**src/rtl/mem_pkg.sv**
```systemverilog
// Shared definitions for the unified-memory port arbiter: the response-owner encoding and default widths.
package mem_pkg;

  localparam int DEF_ADDR_W = 32;
  localparam int DEF_DATA_W = 32;

  typedef enum logic [1:0] {
    OWN_NONE = 2'd0,
    OWN_IF   = 2'd1,
    OWN_DATA = 2'd2
  } owner_e;

endpackage

```
**src/rtl/mem_port_arbiter_if.sv**
```systemverilog
// Bundle of the fetch port, the load/store port and the shared single-port RAM port.
// Handshake: a requester raises req and holds addr/we/be/wdata stable until the cycle its gnt is 1.
// The response (valid + rdata) arrives exactly one cycle after gnt. There is no backpressure on responses.
interface mem_port_arbiter_if #(
  parameter int ADDR_W = mem_pkg::DEF_ADDR_W,
  parameter int DATA_W = mem_pkg::DEF_DATA_W
);
  localparam int BE_W = DATA_W / 8;

  logic              if_req;
  logic [ADDR_W-1:0] if_addr;
  logic              if_gnt;
  logic              if_valid;
  logic [DATA_W-1:0] if_rdata;

  logic              d_req;
  logic              d_we;
  logic [BE_W-1:0]   d_be;
  logic [ADDR_W-1:0] d_addr;
  logic [DATA_W-1:0] d_wdata;
  logic              d_gnt;
  logic              d_valid;
  logic [DATA_W-1:0] d_rdata;

  logic              mem_en;
  logic [BE_W-1:0]   mem_we;
  logic [ADDR_W-3:0] mem_addr;
  logic [DATA_W-1:0] mem_wdata;
  logic [DATA_W-1:0] mem_rdata;

  modport slave (
    input  if_req, if_addr, d_req, d_we, d_be, d_addr, d_wdata, mem_rdata,
    output if_gnt, if_valid, if_rdata, d_gnt, d_valid, d_rdata,
    output mem_en, mem_we, mem_addr, mem_wdata
  );

  modport master (
    output if_req, if_addr, d_req, d_we, d_be, d_addr, d_wdata, mem_rdata,
    input  if_gnt, if_valid, if_rdata, d_gnt, d_valid, d_rdata,
    input  mem_en, mem_we, mem_addr, mem_wdata
  );
endinterface

```
**src/rtl/mem_port_arbiter.sv**
```systemverilog
// Arbitrates the shared synchronous-read instruction/data RAM between fetch and load/store,
// alternating under contention and steering the one-cycle-late read data back to the owner.
module mem_port_arbiter
  import mem_pkg::*;
#(
  parameter int ADDR_W = DEF_ADDR_W,
  parameter int DATA_W = DEF_DATA_W,
  parameter int CNT_W  = 16
) (
  input  logic                 clk,
  input  logic                 rst,
  mem_port_arbiter_if.slave    bus,
  output logic                 stall_if,
  output logic [CNT_W-1:0]     conflict_cnt,
  output owner_e               dbg_owner,
  output logic                 dbg_prio_if
);

  localparam int BE_W = DATA_W / 8;

  logic   if_win;
  logic   d_win;
  logic   both_req;
  logic   prio_if;
  logic   prio_if_d;
  owner_e owner_q;
  owner_e owner_d;
  logic   store_q;
  logic   store_d;
  logic   resp_if;
  logic   resp_d;

  logic [ADDR_W-3:0] if_waddr;
  logic [ADDR_W-3:0] d_waddr;
  logic              unused_addr_lsbs;

  assign if_waddr         = bus.if_addr[ADDR_W-1:2];
  assign d_waddr          = bus.d_addr[ADDR_W-1:2];
  assign unused_addr_lsbs = ^{bus.if_addr[1:0], bus.d_addr[1:0]};
  assign both_req         = bus.if_req & bus.d_req;

  // Grant: a lone requester always wins; under contention prio_if picks the side.
  always_comb begin
    if_win = 1'b0;
    d_win  = 1'b0;
    if (!rst) begin
      if (both_req) begin
        if_win = prio_if;
        d_win  = ~prio_if;
      end else begin
        if_win = bus.if_req;
        d_win  = bus.d_req;
      end
    end
  end

  assign bus.if_gnt    = if_win;
  assign bus.d_gnt     = d_win;
  assign stall_if      = ~rst & bus.if_req & ~if_win;
  assign bus.mem_en    = if_win | d_win;
  assign bus.mem_addr  = d_win ? d_waddr : if_waddr;
  assign bus.mem_we    = (d_win && bus.d_we) ? bus.d_be : BE_W'(0);
  assign bus.mem_wdata = bus.d_wdata;

  // Owner / priority next-state.
  always_comb begin
    owner_d   = OWN_NONE;
    store_d   = 1'b0;
    prio_if_d = prio_if;
    if (if_win) begin
      owner_d   = OWN_IF;
      prio_if_d = 1'b0;
    end else if (d_win) begin
      owner_d = OWN_DATA;
      store_d = bus.d_we;
      if (bus.if_req) prio_if_d = 1'b1;
    end
  end

  always_ff @(posedge clk) begin
    if (rst) begin
      owner_q <= OWN_NONE;
      store_q <= 1'b0;
      prio_if <= 1'b0;
    end else begin
      owner_q <= owner_d;
      store_q <= store_d;
      prio_if <= prio_if_d;
    end
  end

  always_ff @(posedge clk) begin
    if (rst) begin
      conflict_cnt <= '0;
    end else if (both_req && (conflict_cnt != {CNT_W{1'b1}})) begin
      conflict_cnt <= conflict_cnt + CNT_W'(1);
    end
  end

  // Responses are masked during reset so an access granted just before it is dropped.
  assign resp_if      = ~rst & (owner_q == OWN_IF);
  assign resp_d       = ~rst & (owner_q == OWN_DATA);
  assign bus.if_valid = resp_if;
  assign bus.if_rdata = resp_if ? bus.mem_rdata : '0;
  assign bus.d_valid  = resp_d;
  assign bus.d_rdata  = (resp_d && !store_q) ? bus.mem_rdata : '0;

  assign dbg_owner   = owner_q;
  assign dbg_prio_if = prio_if;

endmodule

```
**src/flat_wrapper.sv**
```systemverilog
// flat-port wrapper written by rule: the top's interface ports become plain ports
module mem_port_arbiter_flat import mem_pkg::*;
#(
  parameter int ADDR_W = DEF_ADDR_W,
  parameter int DATA_W = DEF_DATA_W,
  parameter int CNT_W  = 16
)
  (clk, rst, stall_if, conflict_cnt, dbg_owner, dbg_prio_if, bus_if_req, bus_if_addr, bus_d_req, bus_d_we, bus_d_be, bus_d_addr, bus_d_wdata, bus_mem_rdata, bus_if_gnt, bus_if_valid, bus_if_rdata, bus_d_gnt, bus_d_valid, bus_d_rdata, bus_mem_en, bus_mem_we, bus_mem_addr, bus_mem_wdata);
  mem_port_arbiter_if #(.ADDR_W(ADDR_W), .DATA_W(DATA_W)) bus_i ();
  input  logic clk;
  input  logic rst;
  output logic stall_if;
  output logic [CNT_W-1:0] conflict_cnt;
  output owner_e dbg_owner;
  output logic dbg_prio_if;
  input wire logic [$bits(bus_i.if_req)-1:0] bus_if_req;
  input wire logic [$bits(bus_i.if_addr)-1:0] bus_if_addr;
  input wire logic [$bits(bus_i.d_req)-1:0] bus_d_req;
  input wire logic [$bits(bus_i.d_we)-1:0] bus_d_we;
  input wire logic [$bits(bus_i.d_be)-1:0] bus_d_be;
  input wire logic [$bits(bus_i.d_addr)-1:0] bus_d_addr;
  input wire logic [$bits(bus_i.d_wdata)-1:0] bus_d_wdata;
  input wire logic [$bits(bus_i.mem_rdata)-1:0] bus_mem_rdata;
  output wire logic [$bits(bus_i.if_gnt)-1:0] bus_if_gnt;
  output wire logic [$bits(bus_i.if_valid)-1:0] bus_if_valid;
  output wire logic [$bits(bus_i.if_rdata)-1:0] bus_if_rdata;
  output wire logic [$bits(bus_i.d_gnt)-1:0] bus_d_gnt;
  output wire logic [$bits(bus_i.d_valid)-1:0] bus_d_valid;
  output wire logic [$bits(bus_i.d_rdata)-1:0] bus_d_rdata;
  output wire logic [$bits(bus_i.mem_en)-1:0] bus_mem_en;
  output wire logic [$bits(bus_i.mem_we)-1:0] bus_mem_we;
  output wire logic [$bits(bus_i.mem_addr)-1:0] bus_mem_addr;
  output wire logic [$bits(bus_i.mem_wdata)-1:0] bus_mem_wdata;
  assign bus_i.if_req = bus_if_req;
  assign bus_i.if_addr = bus_if_addr;
  assign bus_i.d_req = bus_d_req;
  assign bus_i.d_we = bus_d_we;
  assign bus_i.d_be = bus_d_be;
  assign bus_i.d_addr = bus_d_addr;
  assign bus_i.d_wdata = bus_d_wdata;
  assign bus_i.mem_rdata = bus_mem_rdata;
  assign bus_if_gnt = bus_i.if_gnt;
  assign bus_if_valid = bus_i.if_valid;
  assign bus_if_rdata = bus_i.if_rdata;
  assign bus_d_gnt = bus_i.d_gnt;
  assign bus_d_valid = bus_i.d_valid;
  assign bus_d_rdata = bus_i.d_rdata;
  assign bus_mem_en = bus_i.mem_en;
  assign bus_mem_we = bus_i.mem_we;
  assign bus_mem_addr = bus_i.mem_addr;
  assign bus_mem_wdata = bus_i.mem_wdata;
  mem_port_arbiter #(.ADDR_W(ADDR_W), .DATA_W(DATA_W), .CNT_W(CNT_W)) u_core (.clk(clk), .rst(rst), .bus(bus_i), .stall_if(stall_if), .conflict_cnt(conflict_cnt), .dbg_owner(dbg_owner), .dbg_prio_if(dbg_prio_if));
endmodule
```
**config.mk**
```make
export PLATFORM = sky130hd
export DESIGN_NAME = mem_port_arbiter_flat
export DESIGN_NICKNAME = d
export VERILOG_FILES = /design/src/rtl/mem_pkg.sv /design/src/rtl/mem_port_arbiter_if.sv /design/src/rtl/mem_port_arbiter.sv /design/src/flat_wrapper.sv
export SDC_FILE = /design/constraint.sdc
export NUM_CORES = 1
export LEC_CHECK = 0
export ABC_AREA = 1
export CAP_MARGIN = 20
export CORE_AREA = 5 5 110 112
export CTS_BUF_LIST = sky130_fd_sc_hd__clkbuf_2 sky130_fd_sc_hd__clkbuf_4 sky130_fd_sc_hd__clkbuf_8
export CTS_CLUSTER_SIZE = 30
export DETAILED_ROUTE_END_ITERATION = 6
export DIE_AREA = 0 0 115 117
export PLACE_DENSITY_LB_ADDON = 0.05
export REMOVE_ABC_BUFFERS = 1
export SYNTH_ARGS = -nofsm -noshare
export SYNTH_HDL_FRONTEND = slang
export SYNTH_SLANG_ARGS = --single-unit
```
**constraint.sdc**
```tcl
create_clock -name clk -period 2 [get_ports clk]
set_clock_uncertainty 0.2 [all_clocks]
set_input_delay 0.2 -clock clk [delete_from_list [all_inputs] [get_ports clk]]
set_output_delay 0.2 -clock clk [all_outputs]
set_load 0.02 [all_outputs]
```
==> flow_summary.yaml, run 1 <==
pwr:
  irDropWorstVdd_v: 0.000194
  p_per_area_nw_per_um2: 324
  finalPower_w: 0.00143
  p_leak_nw: 2.21
timing:
  rsz0062_at_grt: "false"
  max_freq_ghz: 0.522
  slew_headroom_pct: 80.9
  hold_violations: 0
  period_minus_slack_ps: 1920
  finalSetupViolCount: 0
  fin_crit_sh_pct: 95.8
  tightest_slew_ps: 286
  slew_violations: 0
logic_synthesis:
  synth.top_cell.area_share_pct: 23.1
  ys_seq_elements: 20
  yosys_warnings: 0
  syn-cell-area_um2: 2180
  synthTopCellsByArea: "nand2_1, nor2_1, dfxtp_1"
  syn-instance-count: 418
  synth_top_cell_by_area: "nand2_1"
  synth.avg_cell_area_um2: 5.22
  yosysUniqueCellTypes: 23
  synth_seq_area_share_pct: 18.4
run:
  cap_violations: 0
worst_setup_path:
  slowest_stage: "clkdlybuf4s50_1"
  cp-start-kind: "input port"
  crit_start: "bus_if_req"
  r2r_start: "u_core.conflict_cnt[0]$_SDFFE_PP0P_"
  crit_path_max_fanout: 33
  crit_cells: 7
  crit_family: "buffers and inverters"
  path_buf_inv: 3
  crit_type: "input port to primary output"
  regToRegEndpoint: "u_core.conflict_cnt[14]$_SDFFE_PP0P_"
  cp_data_arrival_time_ps: 1520
  crit_top_cell: "nand2_1"
  critPathMaxStageDelay_ps: 490
  path_cells: "clkdlybuf4s50_1, nand2_1, nand3_2, buf_12, nand2_1, nand2_1, clkdlybuf4s15_1"
  crit_path_end: "bus_mem_addr[18]"
  crit_path_end_kind: "primary output"
  crit_required_ps: 1600
  r2r_cells: 7
  ff2ff_setup_slack_ps: 240
finish:
  multi_input_area_um2: 1240
  n_fill_cell: 1235
  seq_area_um2: 403
  diodes: 0
  finalNetCount: 758
  syn2layout_area_growth_pct: 103
  stdcell_count: 762
  drive_above_1_share_pct: 23.1
  finalCoreUtilization_pct: 39.7
global_route:
  antenna_found_initial: 0
  overflow: 0
  grt_pass1_wl_mm: 17.0
  grt_max_degree: 34
  grt_pass1_vias: 3195
  grt.total_usage_pct: 16.1
clocking:
  cts_tree: "built"
  clockRootBuffer: "clkbuf_8"
  clock-sinks: 20
  cts_buffers: 3
  clk_latency_ps: 260
  htreeDepth: 1
  cts.path.max_buffers: 2
  hold_buffers: 0
  clk_pin_slew_ps: 80
die:
  fp.dieH_um: 117
  rows: 39
  coreArea_um2: 11100
  die_x_um: 115
  die-area_um2: 13500
  io_pins: 292
  initial_utilization_pct: 19.6
routing:
  ant_nets: 0
  drtIter0Drc: 138
  drc: 0
  drtPass1Iterations: 6
  wl_per_cell_um: 15.1
  detail_route.vias_per_cell: 4.12
  wirelength_mm: 11.5
  num_vias: 3140
placement:
  portBuffers: 223
  place_congestion: 0.819
  placed_cells: 758
  dpl.hpwl_mm: 9.84
hold_path:
  hold_path_class: "input port to flip-flop"
status:
  outcome: "finished clean"
==> cell families (layout without fill, tap and decap cells) <==
group	count (synthesis)	count (layout)	synth area share [%]
flip-flops	20	20	18.4
AND/OR/NAND/NOR	271	271	51.2
XOR/XNOR	2	2	0.803
buffers and inverters	108	309	25.3
adder cells (fa/ha/maj)	1	1	0.574
AO/OA/AOI/OAI	16	16	3.79
==> worst register-to-register path, delay by kind of cell (launching register included) <==
kind | cells | cell delay (ps)
compound gates | 1 | 150
fa+ha+maj | 1 | 230
buf+inv | 1 | 180
flops | 1 | 430
simple gates | 4 | 460
==> what timing repair did <==
item | CTS | global route
gates resized for setup | 311 | 23
pin swaps | 0 | 0
setup buffers | 0 | 0
setup endpoints to repair | 101 | 100
==> stage by stage <==
stage	hold slack, ps	setup slack, ps	instance area (um^2)	TNS (ps)
5_1_grt	143	0.587	4420	0
3_3_place_gp	200	-366	4480	-31150
4_1_cts	200	0.357	4490	0
6_report	115	84.4	4420	0
3_5_place_dp	200	-381	4480	-32600
2_1_floorplan	78.5	-333	1860	-18610
==> cells in the mapped netlist <==
library cell	instances
nand2_2	1
nand2_1	134
nand3_1	14
buf_4	33
buf_6	2
nand4_1	1
nand3_4	2
a21oi_1	13
buf_2	6
xor2_1	2
nand3b_1	1
nor2_1	109
o21ai_0	2
a211oi_1	1
nand3_2	5
clkbuf_1	6
inv_2	3
nor2_4	1
inv_1	58
nor3_1	1
dfxtp_1	20
nor2_2	2
ha_1	1
==> layer usage <==
| metal | share of wire, % | GRT usage (%) | routed length, um | vias up |
|---|---|---|---|---|
| met2 | 49 | 26.7 | 5600 | 173 |
| met5 | 0 | 1.85 | 0 | - |
| met4 | 1.8 | 3.68 | 205 | 0 |
| met1 | 37 | 17.9 | 4190 | 1355 |
| met3 | 13 | 9.00 | 1490 | 12 |
| li1 | - | - | - | 1600 |
==> state kept, by name (all words and copies together) (netlist names) <==
signal and flops:
u_core.dbg_prio_if 1, u_core.conflict_cnt 16, u_core.store_q 1, u_core.dbg_owner 2
==> report_power, final <==
group	total [W]	switching [W]	internal, W
combinational	0.000690	0.000330	0.000360
clock	0.000319	0.000144	0.000175
sequential	0.000423	0.0000133	0.000410
total	0.00143	0.000487	0.000945
==> area by class of cell <==
cell class,count,share of cell area [%]
timing repair buffer,244,52.3
sequential,20,9.12
inverter,61,5.24
tap,143,4.05
multi-input combinational,290,28.0
clock buffer,4,1.25
==> placed cells by master, fill, tap and decap left out <==
cell type,netlist,layout
a211oi_1,1,1
a21oi_1,13,13
buf_12,0,5
buf_2,6,33
buf_4,33,19
clkbuf_2,0,7
clkbuf_8,0,4
clkdlybuf4s15_1,0,1
clkdlybuf4s15_2,0,56
clkdlybuf4s50_1,0,118
dfxtp_1,20,18
dfxtp_2,0,2
dlygate4sd2_1,0,4
dlymetal6s2s_1,0,1
ha_1,1,1
inv_1,58,58
inv_2,3,2
inv_4,0,1
nand2_1,134,133
nand2_2,1,2
nand3_1,14,14
nand3_2,5,5
nand3_4,2,2
nand3b_1,1,1
nand4_1,1,1
nor2_1,109,108
nor2_2,2,3
nor2_4,1,1
nor3_2,0,1
o21ai_0,2,2
xor2_1,2,2
==> how the worst min path moves through the flow <==
| stage | from | endpoint | depth (start not counted) |
|---|---|---|---|
| floorplan | rst | u_core.dbg_prio_if$_SDFFE_PP0P_ | 1 |
| detailed placement | bus_d_wdata[5] | bus_mem_wdata[5] | 0 |
| global placement | bus_d_wdata[5] | bus_mem_wdata[5] | 0 |
| global route | rst | u_core.dbg_prio_if$_SDFFE_PP0P_ | 3 |
| finish | rst | u_core.dbg_prio_if$_SDFFE_PP0P_ | 3 |
| CTS | bus_d_wdata[5] | bus_mem_wdata[5] | 0 |
No activity file was read; power rests on OpenSTA's default activity.
==> run 2, diff against run 1 <==
CORE_AREA = 2 2 115 117   (was 5 5 110 112)
DIE_AREA = 0 0 117 119   (was 0 0 115 117)
DONT_BUFFER_PORTS = 1   (was not set)
==> flow_summary.yaml, run 2 (synthesized netlist as in run 1, its figures left out) <==
worst_setup_path:
  ff2ff_setup_slack_ps: 240
  crit_path_max_fanout: 32
  slowest_stage: "dfxtp_1"
  crit_required_ps: 1600
  critPathMaxStageDelay_ps: 380
  crit_type: "flip-flop to primary output"
  crit_path_end: "bus_d_rdata[14]"
  crit_start: "u_core.dbg_owner[1]$_SDFF_PP0_"
  crit_path_end_kind: "primary output"
  regToRegEndpoint: "u_core.conflict_cnt[10]$_SDFFE_PP0P_"
  path_cells: "nand2_1, nor2_1, nand2_1, buf_12, nor2_2, buf_4"
  cp_data_arrival_time_ps: 1460
  crit_top_cell: "nand2_1"
  r2r_start: "u_core.conflict_cnt[0]$_SDFFE_PP0P_"
  cp-start-kind: "flip-flop"
  r2r_cells: 7
pwr:
  p_leak_nw: 1.69
  irDropWorstVdd_v: 0.000253
  pwr-share-clk_pct: 34.3
  power.switching_w: 0.000462
  power.internal_w: 0.000797
  p_comb_share_pct: 32.5
  seqPwrFrac_pct: 33.1
  p_per_area_nw_per_um2: 428
  finalPower_w: 0.00126
  p_sw_share_pct: 36.7
die:
  die_x_um: 117
  die-area_um2: 13900
  coreArea_um2: 12900
  rows: 42
  io_pins: 292
  fp.dieH_um: 119
  initial_utilization_pct: 16.9
placement:
  dpl.hpwl_mm: 8.35
  portBuffers: 0
  placed_cells: 645
  pre_cts_slack_ps: 243
  place_congestion: 0.761
routing:
  detail_route.vias_per_cell: 4.09
  num_vias: 2668
  top_layer: "met4"
  drc: 0
  wirelength_met1_mm: 3.68
  drtPass1Iterations: 4
  wl_per_cell_um: 15.4
  drtIter0Drc: 123
  ant_nets: 0
  wl_met2_mm: 5.18
  met3_length_mm: 1.04
  wirelength_mm: 10.1
timing:
  tightest_slew_ps: 346
  rsz0062_at_grt: "false"
  hold_violations: 0
  fin_crit_sh_pct: 92.8
  finalSetupViolCount: 0
  fin_ws_ps: 144
  slew_headroom_pct: 77.0
  period_minus_slack_ps: 1860
  slew_violations: 0
  max_freq_ghz: 0.539
hold_path:
  whs_path_depth: 3
  hold_path_class: "input port to flip-flop"
finish:
  stdcell_count: 652
  final_common_cell: "nand2_1"
  drive_above_1_share_pct: 25.0
  diodes: 0
  syn2layout_area_growth_pct: 34.8
  n_fill_cell: 1492
  top_register: "u_core.conflict_cnt"
  largest_reg_flops: 16
  finalNetCount: 615
  final_cell_mix: "nand2_1, nor2_1, buf_4"
global_route:
  antenna_found_initial: 0
  grt_max_degree: 34
  grt.total_usage_pct: 13.4
  grt_pass1_wl_mm: 14.2
  grt_pass1_vias: 2434
  overflow: 0
clocking:
  clk_pin_slew_ps: 80
  htreeDepth: 1
  cts_tree: "built"
  post_cts_buffers: 0
  clockRootBuffer: "clkbuf_8"
  clock-sinks: 20
  cts_buffers: 3
  clk_latency_ps: 270
  cts.path.max_buffers: 2
status:
  outcome: "finished clean"
run:
  cap_violations: 0
## run 2: cell count changes in the layout (fill, tap and decap cells not counted), moves of 2 or more
cell             change
buf_2               -33
clkdlybuf4s50_1    -118
dfxtp_1              +2
dlygate4sd3_1        +3
dlygate4sd2_1        -4
buf_4               +78
buf_12               -4
clkdlybuf4s15_2     -56
dfxtp_2              -2
clkbuf_2             -7
## run 2: cell type report
cell class	count	area (um^2)	share of cell area, %
inverters	61	230	7.83
multi-input cells	290	1240	42.1
clock buffers	3	41.3	1.40
flip-flops and latches	20	400	13.6
repair buffers	101	778	26.5
well taps	176	220	7.49
clock inverters	1	30.0	1.02
## run 2: metrics by stage
step / setup TNS [ps] / cell area, um^2 / hold slack [ps] / util (%)
after global routing: 0 / 2940 / 65.7 / 22.8
after global placement: 0 / 2830 / 83.5 / 22.0
after floorplan: -18610 / 1860 / 78.5 / -
after CTS: 0 / 2930 / 5.74 / 22.7
after detailed placement: 0 / 2830 / 82.7 / 22.0
final: 0 / 2940 / 0.127 / 22.8
## run 2: worst min-delay path by stage
stage,from,endpoint,slack (ps)
2_1_floorplan,rst,u_core.dbg_prio_if$_SDFFE_PP0P_,80
3_3_place_gp,rst,u_core.dbg_prio_if$_SDFFE_PP0P_,80
3_5_place_dp,rst,u_core.dbg_prio_if$_SDFFE_PP0P_,80
4_1_cts,bus_d_req,u_core.dbg_owner[0]$_SDFF_PP0_,6
5_1_grt,bus_d_req,u_core.dbg_owner[0]$_SDFF_PP0_,70
6_report,bus_d_req,u_core.dbg_owner[0]$_SDFF_PP0_,0.1
## run 2: routing by layer
| metal | GRT usage (%) | up-vias |
|---|---|---|
| li1 | - | 1310 |
| met2 | 24.0 | 174 |
| met1 | 14.3 | 1174 |
| met5 | 2.75 | - |
| met3 | 5.75 | 10 |
| met4 | 2.94 | 0 |
## run 2: what timing repair did
| item | CTS | global route |
|---|---|---|
| gates resized for setup | 0 | 4 |
| endpoints found under the hold margin | 2 | 0 |
| hold buffers | 3 | 0 |
| setup endpoints to repair | 0 | 34 |
## run 2: power by group through the flow
stage / Sequential [W] / Combinational (W) / Clock (W)
2_1_floorplan: 0.000442 / 0.000259 / 0
3_3_place_gp: 0.000426 / 0.000410 / 0
5_1_grt: 0.000419 / 0.000446 / 0.000468
3_5_place_dp: 0.000426 / 0.000410 / 0
6_report: 0.000417 / 0.000410 / 0.000433
4_1_cts: 0.000417 / 0.000416 / 0.000453
## run 2: worst max-delay path: cells and delay by family, from the launching register on
kind                   cells  cell delay [ps]
AND/OR/NAND/NOR            4              460
flip-flops                 1              380
buffers and inverters      2              340
==> run 3, diff against run 2 <==
CELL_PAD_IN_SITES_DETAIL_PLACEMENT = 1   (was not set)
CELL_PAD_IN_SITES_GLOBAL_PLACEMENT = 1   (was not set)
==> flow_summary.yaml, run 3 (synthesized netlist as in run 1, its figures left out) <==
placement:
  placed_cells: 645
  dpl.hpwl_mm: 8.50
  portBuffers: 0
  pre_cts_slack_ps: 265
  place_congestion: 0.744
clocking:
  clockRootBuffer: "clkbuf_8"
  cts_buffers: 3
  post_cts_buffers: 0
  clk_latency_ps: 270
  clock-sinks: 20
  clk_pin_slew_ps: 80
  cts.path.max_buffers: 2
  cts_tree: "built"
  htreeDepth: 1
die:
  die-area_um2: 13900
  coreArea_um2: 12900
  io_pins: 292
  fp.dieH_um: 119
  rows: 42
  initial_utilization_pct: 16.9
  die_x_um: 117
routing:
  num_vias: 2709
  drtPass1Iterations: 4
  wl_per_cell_um: 15.4
  detail_route.vias_per_cell: 4.15
  ant_nets: 0
  wirelength_mm: 10.1
  drtIter0Drc: 70
  drc: 0
finish:
  finalNetCount: 615
  final_common_cell: "nand2_1"
  drive_above_1_share_pct: 24.4
  stdcell_count: 652
  top_register: "u_core.conflict_cnt"
  syn2layout_area_growth_pct: 33.3
  largest_reg_flops: 16
  finalCoreUtilization_pct: 22.6
  final_cell_mix: "nand2_1, nor2_1, buf_4"
  diodes: 0
pwr:
  seqPwrFrac_pct: 36.5
  power.switching_w: 0.000443
  p_per_area_nw_per_um2: 394
  p_sw_share_pct: 38.7
  power.internal_w: 0.000701
  irDropWorstVdd_v: 0.000158
  pwr-share-clk_pct: 28.9
  p_comb_share_pct: 34.7
  p_leak_nw: 1.68
worst_setup_path:
  crit_type: "flip-flop to primary output"
  path_cells: "buf_4, nor2_1, nand2_1, buf_6, nor2_1, buf_4"
  slowest_stage: "dfxtp_1"
  critPathMaxStageDelay_ps: 320
  crit_path_max_fanout: 32
  ff2ff_setup_slack_ps: 280
  cp_data_arrival_time_ps: 1460
  crit_path_end_kind: "primary output"
  cp-start-kind: "flip-flop"
  crit_required_ps: 1600
timing:
  fin_tns_setup_ps: 0
  rsz0062_at_grt: "false"
  fin_ws_ps: 144
  period_minus_slack_ps: 1860
  slew_headroom_pct: 79.9
  fin_crit_sh_pct: 92.8
  max_freq_ghz: 0.539
  finalSetupViolCount: 0
  hold_violations: 1
  whs_ps: -3.01
  tightest_slew_ps: 300
  slew_violations: 0
global_route:
  overflow: 0
  grt_pass1_vias: 2621
  grt_pass1_wl_mm: 14.4
  antenna_found_initial: 0
  grt.total_usage_pct: 13.5
  grt_max_degree: 34
hold_path:
  hold_path_class: "input port to flip-flop"
status:
  violations: "hold timing"
  outcome: "finished, violations left"
run:
  cap_violations: 0
run 3: cell types whose count changed in the layout (fill, tap and decap cells not counted), sizes merged:
cell    change
bufinv      -1
clkinv      -1
inv         +1
clkbuf      +1
run 3: path summary, 6_finish.rpt:
check	startpoint	endpoint	cells past startpoint
max	u_core.dbg_owner[0]$_SDFF_PP0_	bus_d_rdata[14]	6
min	bus_d_req	u_core.dbg_owner[0]$_SDFF_PP0_	3
max reg2reg	u_core.conflict_cnt[1]$_SDFFE_PP0P_	u_core.conflict_cnt[15]$_SDFFE_PP0P_	7
min reg2reg	u_core.conflict_cnt[8]$_SDFFE_PP0P_	u_core.conflict_cnt[8]$_SDFFE_PP0P_	2
run 3: layer usage:
metal | vias up | share of wire [%] | track usage (%)
li1 | 1314 | - | -
met5 | - | 0 | 3.92
met1 | 1207 | 38 | 14.6
met4 | 0 | 1.3 | 2.57
met3 | 12 | 12 | 6.26
met2 | 176 | 50 | 23.7
run 3: what timing repair did:
| item | 4_1_cts | 5_1_grt |
|---|---|---|
| setup endpoints to repair | 0 | 10 |
| hold buffers | 3 | 0 |
| resized for setup | 0 | 2 |
| hold endpoints to repair | 2 | 0 |
run 3: metrics by stage:
step | hold slack, ps | total power, W | cell area, um^2
global placement | 81.8 | 0.000822 | 2810
finish | -3.01 | 0.00114 | 2910
detailed placement | 87.2 | 0.000825 | 2810
CTS | 1.19 | 0.00118 | 2900
global route | 12.1 | 0.00123 | 2910
floorplan | 78.5 | 0.000701 | 1860
run 3: layout make-up:
class,instances,area [um^2]
Timing Repair Buffer,101,773
Clock buffer,4,55.1
Inverter,61,229
Multi-Input combinational cell,290,1230
Sequential cell,20,400
Fill cell,1696,9970
Tap cell,176,220
run 3: worst max-delay path: cells and delay by family (launching register included):
kind / cells / cell delay, ps
buf+inv: 3 / 510
flops: 1 / 320
simple gates: 3 / 360
run 3: power groups by stage:
stage	clock (W)	sequential [W]	combinational, W
6_report	0.000330	0.000417	0.000397
3_3_place_gp	0	0.000427	0.000396
4_1_cts	0.000355	0.000418	0.000405
3_5_place_dp	0	0.000427	0.000398
2_1_floorplan	0	0.000442	0.000259
5_1_grt	0.000371	0.000419	0.000436
